<file path="src/rtl/rv32_pkg.sv">
// Shared RV32 writeback types: register file geometry, queued-load entry and source-select encoding.
package rv32_pkg;

  localparam int XLEN   = 32;
  localparam int REG_AW = 5;

  typedef struct packed {
    logic              valid;
    logic [REG_AW-1:0] rd;
    logic [XLEN-1:0]   data;
  } wb_entry_t;

  typedef enum logic [1:0] {
    SRC_IDLE = 2'd0,
    SRC_ALU  = 2'd1,
    SRC_HEAD = 2'd2,
    SRC_LOAD = 2'd3
  } wb_src_e;

endpackage

</file>
<file path="src/rtl/wb_load_fifo.sv">
// Ring of queued load returns with kill-by-rd; valid bit marks a live entry.
// Latency: push visible at head next cycle. Backpressure: caller must not push when full or pop when empty.
module wb_load_fifo
  import rv32_pkg::*;
#(
  parameter int DEPTH = 4,
  parameter int CW    = $clog2(DEPTH + 1)
) (
  input  logic                          clock,
  input  logic                          reset,
  input  logic                          push,
  input  wb_entry_t                     push_entry,
  input  logic                          pop,
  output wb_entry_t                     head,
  output logic [CW-1:0]                 count,
  input  logic                          kill_en,
  input  logic [REG_AW-1:0]             kill_rd,
  output logic [DEPTH-1:0]              ent_valid,
  output logic [DEPTH-1:0][REG_AW-1:0]  ent_rd
);

  localparam int PW = $clog2(DEPTH);

  wb_entry_t         mem [DEPTH];
  logic [PW-1:0]     wr_ptr;
  logic [PW-1:0]     rd_ptr;

  assign head = mem[rd_ptr];

  always_comb begin
    ent_valid = '0;
    ent_rd    = '0;
    for (int i = 0; i < DEPTH; i++) begin
      ent_valid[i] = mem[i].valid;
      ent_rd[i]    = mem[i].rd;
    end
  end

  // Popped slots drop their valid so ent_valid only ever reflects live queued loads.
  always_ff @(posedge clock) begin
    if (!reset) begin
      wr_ptr <= '0;
      rd_ptr <= '0;
      count  <= '0;
      for (int i = 0; i < DEPTH; i++) begin
        mem[i] <= '0;
      end
    end else begin
      for (int i = 0; i < DEPTH; i++) begin
        if (kill_en && mem[i].rd == kill_rd) begin
          mem[i].valid <= 1'b0;
        end
      end
      if (pop) begin
        mem[rd_ptr].valid <= 1'b0;
        rd_ptr            <= PW'(rd_ptr + 1'b1);
      end
      if (push) begin
        mem[wr_ptr] <= push_entry;
        wr_ptr      <= PW'(wr_ptr + 1'b1);
      end
      case ({push, pop})
        2'b10:   count <= CW'(count + 1'b1);
        2'b01:   count <= CW'(count - 1'b1);
        default: count <= count;
      endcase
    end
  end

endmodule

</file>
<file path="src/rtl/rf_writeback_unit.sv">
// Sole RV32 regfile writer: ALU beats queued loads beats direct load; optional bypass under WB_BYPASS_EN.
// Latency: 1 cycle to wa/wda/reg_wr. Backpressure: ALU never stalls; ld_ready drops while the load queue is full.
module rf_writeback_unit
  import rv32_pkg::*;
#(
  parameter int DEPTH = 4,
  parameter int XLEN  = rv32_pkg::XLEN,
  parameter int RAW   = rv32_pkg::REG_AW
) (
  input  logic                        clock,
  input  logic                        reset,
  input  logic                        alu_valid,
  input  logic [RAW-1:0]              alu_rd,
  input  logic [XLEN-1:0]             alu_data,
  input  logic                        ld_valid,
  output logic                        ld_ready,
  input  logic [RAW-1:0]              ld_rd,
  input  logic [XLEN-1:0]             ld_data,
  output logic [RAW-1:0]              wa,
  output logic [XLEN-1:0]             wda,
  output logic                        reg_wr,
  output logic [31:0]                 pending,
`ifdef WB_BYPASS_EN
  input  logic [RAW-1:0]              fwd_ra,
  output logic                        fwd_hit,
  output logic [XLEN-1:0]             fwd_data,
`endif
  output logic [$clog2(DEPTH+1)-1:0]  fifo_count
);

  localparam int CW = $clog2(DEPTH + 1);
  localparam logic [CW-1:0] DEPTH_C = CW'(DEPTH);

  wb_entry_t                    head;
  wb_entry_t                    push_entry;
  logic                         push;
  logic                         pop;
  logic                         kill_en;
  logic [REG_AW-1:0]            kill_rd;
  logic [DEPTH-1:0]             ent_valid;
  logic [DEPTH-1:0][REG_AW-1:0] ent_rd;
  logic [CW-1:0]                count;
  logic                         accept;
  logic                         alu_sel;
  logic                         ld_live_rd;
  logic                         fifo_empty;
  wb_src_e                      src;

  // Ready comes from the registered count only, so a same-cycle pop never frees a slot early.
  assign ld_ready   = (count < DEPTH_C);
  assign fifo_count = count;
  assign accept     = ld_valid && ld_ready;
  assign alu_sel    = alu_valid && (alu_rd != '0);
  assign ld_live_rd = (ld_rd != '0);
  assign fifo_empty = (count == '0);

  always_comb begin
    src              = SRC_IDLE;
    push             = 1'b0;
    pop              = 1'b0;
    kill_en          = alu_sel;
    kill_rd          = alu_rd;
    push_entry.valid = 1'b1;
    push_entry.rd    = ld_rd;
    push_entry.data  = ld_data;
    if (alu_sel) begin
      src              = SRC_ALU;
      push             = accept && ld_live_rd;
      // The load is older than this ALU result, so it must never land.
      push_entry.valid = (ld_rd != alu_rd);
    end else if (!fifo_empty) begin
      src  = SRC_HEAD;
      pop  = 1'b1;
      push = accept && ld_live_rd;
    end else if (accept && ld_live_rd) begin
      src = SRC_LOAD;
    end
  end

  wb_load_fifo #(
    .DEPTH (DEPTH),
    .CW    (CW)
  ) u_load_fifo (
    .clock      (clock),
    .reset      (reset),
    .push       (push),
    .push_entry (push_entry),
    .pop        (pop),
    .head       (head),
    .count      (count),
    .kill_en    (kill_en),
    .kill_rd    (kill_rd),
    .ent_valid  (ent_valid),
    .ent_rd     (ent_rd)
  );

  always_ff @(posedge clock) begin
    if (!reset) begin
      wa     <= '0;
      wda    <= '0;
      reg_wr <= 1'b0;
    end else begin
      case (src)
        SRC_ALU: begin
          wa     <= alu_rd;
          wda    <= alu_data;
          reg_wr <= 1'b1;
        end
        SRC_HEAD: begin
          reg_wr <= head.valid;
          if (head.valid) begin
            wa  <= head.rd;
            wda <= head.data;
          end
        end
        SRC_LOAD: begin
          wa     <= ld_rd;
          wda    <= ld_data;
          reg_wr <= 1'b1;
        end
        default: reg_wr <= 1'b0;
      endcase
    end
  end

  always_comb begin
    pending = '0;
    for (int i = 0; i < DEPTH; i++) begin
      if (ent_valid[i]) begin
        pending[ent_rd[i]] = 1'b1;
      end
    end
    pending[0] = 1'b0;
  end

`ifdef WB_BYPASS_EN
  assign fwd_hit  = reg_wr && (wa == fwd_ra) && (fwd_ra != '0);
  assign fwd_data = fwd_hit ? wda : '0;
`endif

endmodule

</file>
<file path="config.mk">
export PLATFORM = sky130hd
export DESIGN_NAME = rf_writeback_unit
export DESIGN_NICKNAME = d
export VERILOG_FILES = /design/src/rtl/rv32_pkg.sv /design/src/rtl/wb_load_fifo.sv /design/src/rtl/rf_writeback_unit.sv
export SDC_FILE = /design/constraint.sdc
export NUM_CORES = 1
export LEC_CHECK = 0
export CELL_PAD_IN_SITES_DETAIL_PLACEMENT = 1
export CELL_PAD_IN_SITES_GLOBAL_PLACEMENT = 1
export CORE_ASPECT_RATIO = 0.5
export CORE_MARGIN = 2
export CORE_UTILIZATION = 44
export CTS_CLUSTER_SIZE = 25
export DETAILED_ROUTE_END_ITERATION = 10
export PLACE_DENSITY = 0.84
export SLEW_MARGIN = 25
export SYNTH_ARGS = -nofsm -noshare
export SYNTH_HDL_FRONTEND = slang
export SYNTH_SLANG_ARGS = --single-unit
</file>
<file path="constraint.sdc">
create_clock -name clock -period 4.17 [get_ports clock]
set_clock_uncertainty 0.2 [all_clocks]
set_input_delay 0.834 -clock clock [delete_from_list [all_inputs] [get_ports clock]]
set_output_delay 0.834 -clock clock [all_outputs]
set_load 0.01 [all_outputs]
</file>
==> results of run 1 <==
through the flow:
step	setup slack (ns)	power [W]	instance area, µm²	std cells	util [%]
after floorplan	0.632	0.00429	10700	952	-
after global placement	0.298	0.00527	12500	1361	52.1
after detailed placement	0.163	0.00542	12500	1361	52.1
after CTS	0.566	0.00711	13100	1393	54.6
after global routing	0.443	0.00741	13100	1393	54.6
final	0.552	0.00712	13100	1393	54.6
layer usage:
metal | part of all wire (%) | track usage, % | vias to the layer above | wire [µm]
li1 | - | - | 3739 | -
met3 | 6.1 | 4.36 | 85 | 2100
met5 | 0.035 | 0 | - | 12
met1 | 40 | 32.8 | 4413 | 13800
met4 | 3.0 | 10.5 | 2 | 1020
met2 | 51 | 48.8 | 328 | 17700
sequential cells by signal (all words and copies together), names as in the netlist, named ones only:
name,count
u_load_fifo.count,3
wa,5
u_load_fifo.rd_ptr,2
reg_wr,1
u_load_fifo.mem,152
u_load_fifo.wr_ptr,2
wda,32
area by class of cell:
class	instances	area, µm²
clock buffer	19	443
multi-input combinational	653	4680
sequential	199	5510
fill	2504	10900
tap	315	394
clock inverter	13	146
timing repair buffer	185	1850
inverter	9	33.8
power groups by stage:
stage	Sequential, W	Combinational, W	Clock (W)
floorplan	0.00270	0.00159	0
global placement	0.00272	0.00256	0
detailed placement	0.00275	0.00267	0
CTS	0.00271	0.00270	0.00170
finish	0.00271	0.00272	0.00169
global route	0.00274	0.00290	0.00177
how the worst max path moves through the flow:
stage / endpoint / slack [ns] / startpoint / depth (start not counted)
after detailed placement: u_load_fifo.count[2] / 0.16 / ld_rd[3] / 11
after global routing: pending[28] / 0.44 / u_load_fifo.mem[0][33] / 4
after CTS: u_load_fifo.count[2] / 0.57 / ld_rd[3] / 11
after floorplan: u_load_fifo.count[2] / 0.63 / alu_rd[2] / 11
final: u_load_fifo.count[2] / 0.55 / ld_rd[3] / 11
after global placement: u_load_fifo.mem[3][3] / 0.30 / alu_rd[3] / 8
Yosys cell counts (10+ instances only):
library cell and n:
sky130_fd_sc_hd__and2_1 154, sky130_fd_sc_hd__edfxtp_1 152, sky130_fd_sc_hd__nand2_1 85, sky130_fd_sc_hd__o21ai_0 70, sky130_fd_sc_hd__clkbuf_1 56, sky130_fd_sc_hd__nor2_1 48, sky130_fd_sc_hd__dfxtp_1 47, sky130_fd_sc_hd__mux4_2 38
sky130_fd_sc_hd__a221oi_1 32, sky130_fd_sc_hd__a21oi_1 18, sky130_fd_sc_hd__nand3_1 18, sky130_fd_sc_hd__a221o_1 16, sky130_fd_sc_hd__o22ai_1 16, sky130_fd_sc_hd__xor2_1 15, sky130_fd_sc_hd__buf_2 14, sky130_fd_sc_hd__xnor2_1 14
sky130_fd_sc_hd__a22oi_1 12, sky130_fd_sc_hd__buf_6 12, sky130_fd_sc_hd__nand4_1 12, sky130_fd_sc_hd__o221ai_1 12, sky130_fd_sc_hd__nand3b_1 10, sky130_fd_sc_hd__nor3b_1 10
cell families after synthesis:
kind of cell    after synthesis  share of synthesized area (%)
flops                       199                           51.5
compound gates              187                           11.9
mux                          40                           8.20
other cells                   1                         0.0351
fa+ha+maj                    10                           1.24
simple gates                386                           20.0
buf+inv                     100                           4.74
xor+xnor                     29                           2.38
worst max-delay path, cell delays in order:
cell	delay, ns
sky130_fd_sc_hd__clkdlybuf4s50_1	0.58
sky130_fd_sc_hd__or4_1	0.64
sky130_fd_sc_hd__o21ai_2	0.16
sky130_fd_sc_hd__a21oi_1	0.12
sky130_fd_sc_hd__inv_1	0.09
sky130_fd_sc_hd__ha_1	0.19
sky130_fd_sc_hd__inv_1	0.07
sky130_fd_sc_hd__fa_1	0.39
sky130_fd_sc_hd__xor2_1	0.17
sky130_fd_sc_hd__or3_1	0.32
sky130_fd_sc_hd__a21boi_0	0.20
==> impl_summary.md, run 1 <==
Status
The run finished with clean final reports.

STA
The final period demand of the worst path is around 3.6 ns. The total of endpoints with negative setup slack in the final report is 0. Setup repair after global routing left no endpoint under its margin.

The count of pins over their slew limit is 0. The final critical-path share of the clock period is 86.8%. At the pin with the least slew margin, the transition time is 0.800 ns. The final worst hold slack is ~0.32 ns. For the final routed database, the setup TNS stands at 0 ns.

Derived from the worst setup path, the maximum achievable clock frequency is 0.276 GHz. Headroom to the max-slew limit came out at approximately 47%. The count of final hold-check violations is 0.

Flow run
The max-capacitance violation count is 0.

Route
The detailed router finished its first iteration with between 800 and 900 violations. Using the TritonRoute via totals, the vias-per-cell ratio works out to slightly above 6. In this run the remaining antenna-violating nets after routing total 0. The sum of routed wire length over all layers is about 35000 µm. The number of design rule violations left after detail routing is 0. The detailed-router iteration count before antenna repair is 5.

The routed layout has 8567 vias. The detail-routed net length per standard cell is roughly 25 µm.

Critical path
The maximum fanout count along the critical path is 7. The worst endpoint data arrival time is ~3.8 ns. The required arrival time at the worst endpoint is between 4 and 5 ns. In this run the critical register-to-register path is captured at wda[8]. The setup path with the least slack is of type input pin to flip-flop.

The reg-to-reg setup timing slack is between 1 and 1.5 ns. The kind of end point of the critical path is a flip-flop. STA classifies the critical path startpoint as an input pin. The worst reg2reg path startpoint is u_load_fifo.count[2]. The number of cells on the worst reg-to-reg path is 5.

Finish
The most common cell after layout, fill and taps aside is sky130_fd_sc_hd__and2_1. The library cells used most frequently in the layout, excluding fill and tap cells, are sky130_fd_sc_hd__and2_1, sky130_fd_sc_hd__edfxtp_1, sky130_fd_sc_hd__clkdlybuf4s50_1. At the end of the flow, the number of nets in the layout was around 1200.

The area added between synthesis and finish is 22.2%. Of the cells placed in the final design, the portion with a size suffix greater than 1 is a little under an eighth. 0 antenna diodes ended up in the layout.

Logic synthesis
After synthesis, the cell types taking the most area are sky130_fd_sc_hd__edfxtp_1, sky130_fd_sc_hd__and2_1, sky130_fd_sc_hd__dfxtp_1. Yosys printed 0 warnings. In this run the biggest area consumer among cell types represents between 40% and 50% of the synthesized area.

The post-synthesis cell type count is 50. Counting flops with a built-in enable in the synthesized netlist gives about 150. The number of nets handed over by synthesis was around 1000. The largest total area in the synthesized netlist belongs to sky130_fd_sc_hd__edfxtp_1.

Synthesis handed over a netlist of approximately 950 instances. For this run, the leading register cell type out of synthesis is sky130_fd_sc_hd__edfxtp_1. Counting flops and latches in the post-synthesis netlist gives just under 200. After synthesis, the mean cell area works out to around 11 µm². In this run the cell area of the synthesized design comes to approximately 11000 µm².

The proportion of register bits with asynchronous set or reset after synthesis is 0%. After synthesis, flip-flops and latches occupy roughly half of the total area.

Global route
The maximum number of pins on one net before global-route repair is 43. The number of antenna violations at the first check in global routing is 1. The via count of the first global-routing pass is between 9000 and 10000. The total global routing overflow is 0. Global routing consumed, over all layers together, roughly 27% of the routing resources. The wire length of the first global-routing pass is about 53000 µm.

Clock network
The tree built by TritonCTS fans out to 199 sinks. The root buffer selected by CTS is sky130_fd_sc_hd__clkbuf_16. Clock-pin slew was measured on the worst setup and hold paths at 0.08 ns. The buffer levels on the longest clock path is 2. The H-tree depth is 4. The number of CTS-inserted buffers is 17. In this run, post-CTS repair resized a total of 0 instances. Hold repair after CTS inserted 0 buffers. The number of setup buffers added after CTS is 0. The clock tree from TritonCTS is built. At the later pin of the worst-skew pair, clock insertion delay measures 0.44 ns.

Floorplanning
The horizontal die dimension is 224 µm. From bottom edge to top edge, the die measures between 100 and 150 µm. The floorplan has 40 rows. The number of primary I/O pins is between 150 and 200. The core region is roughly 24000 µm².

The die covers 25600 µm². The initial cell density of the core is 44.7%.

Power and ir drop
The total power per unit cell area is between 500 and 600 nW/µm². In this run the power spent charging and discharging nets is about 0.0026 W. The clock network burns between 20% and 30% of the power.

Internal power comes to approximately 0.0045 W. Combinational logic is responsible for a little under two fifths of the overall power. Of the total power, registers draw a little under two fifths. The switching portion of total power is ~36%. The worst-case IR drop observed on VDD is 362 µV. The leakage power total is 4.66 nW.

Placement
The placer's final routability congestion estimate is approximately 0.84. The detailed placement HPWL is 22900 µm. The count of input and output buffers is 150.

Hold path
The capture endpoint of the worst hold path is wa[2]. The class of the tightest hold or removal check is flip-flop to flip-flop. The depth of the worst hold-timing path is 2. The startpoint of the worst hold path is wa[2].
Power figures use the tool's default switching activity.
==> inputs of run 2 (changes only) <==
Settings changed: CTS_CLUSTER_DIAMETER set to 200.
==> results of run 2 <==
The final DEF is identical to that of run 1; final timing and power are the same.
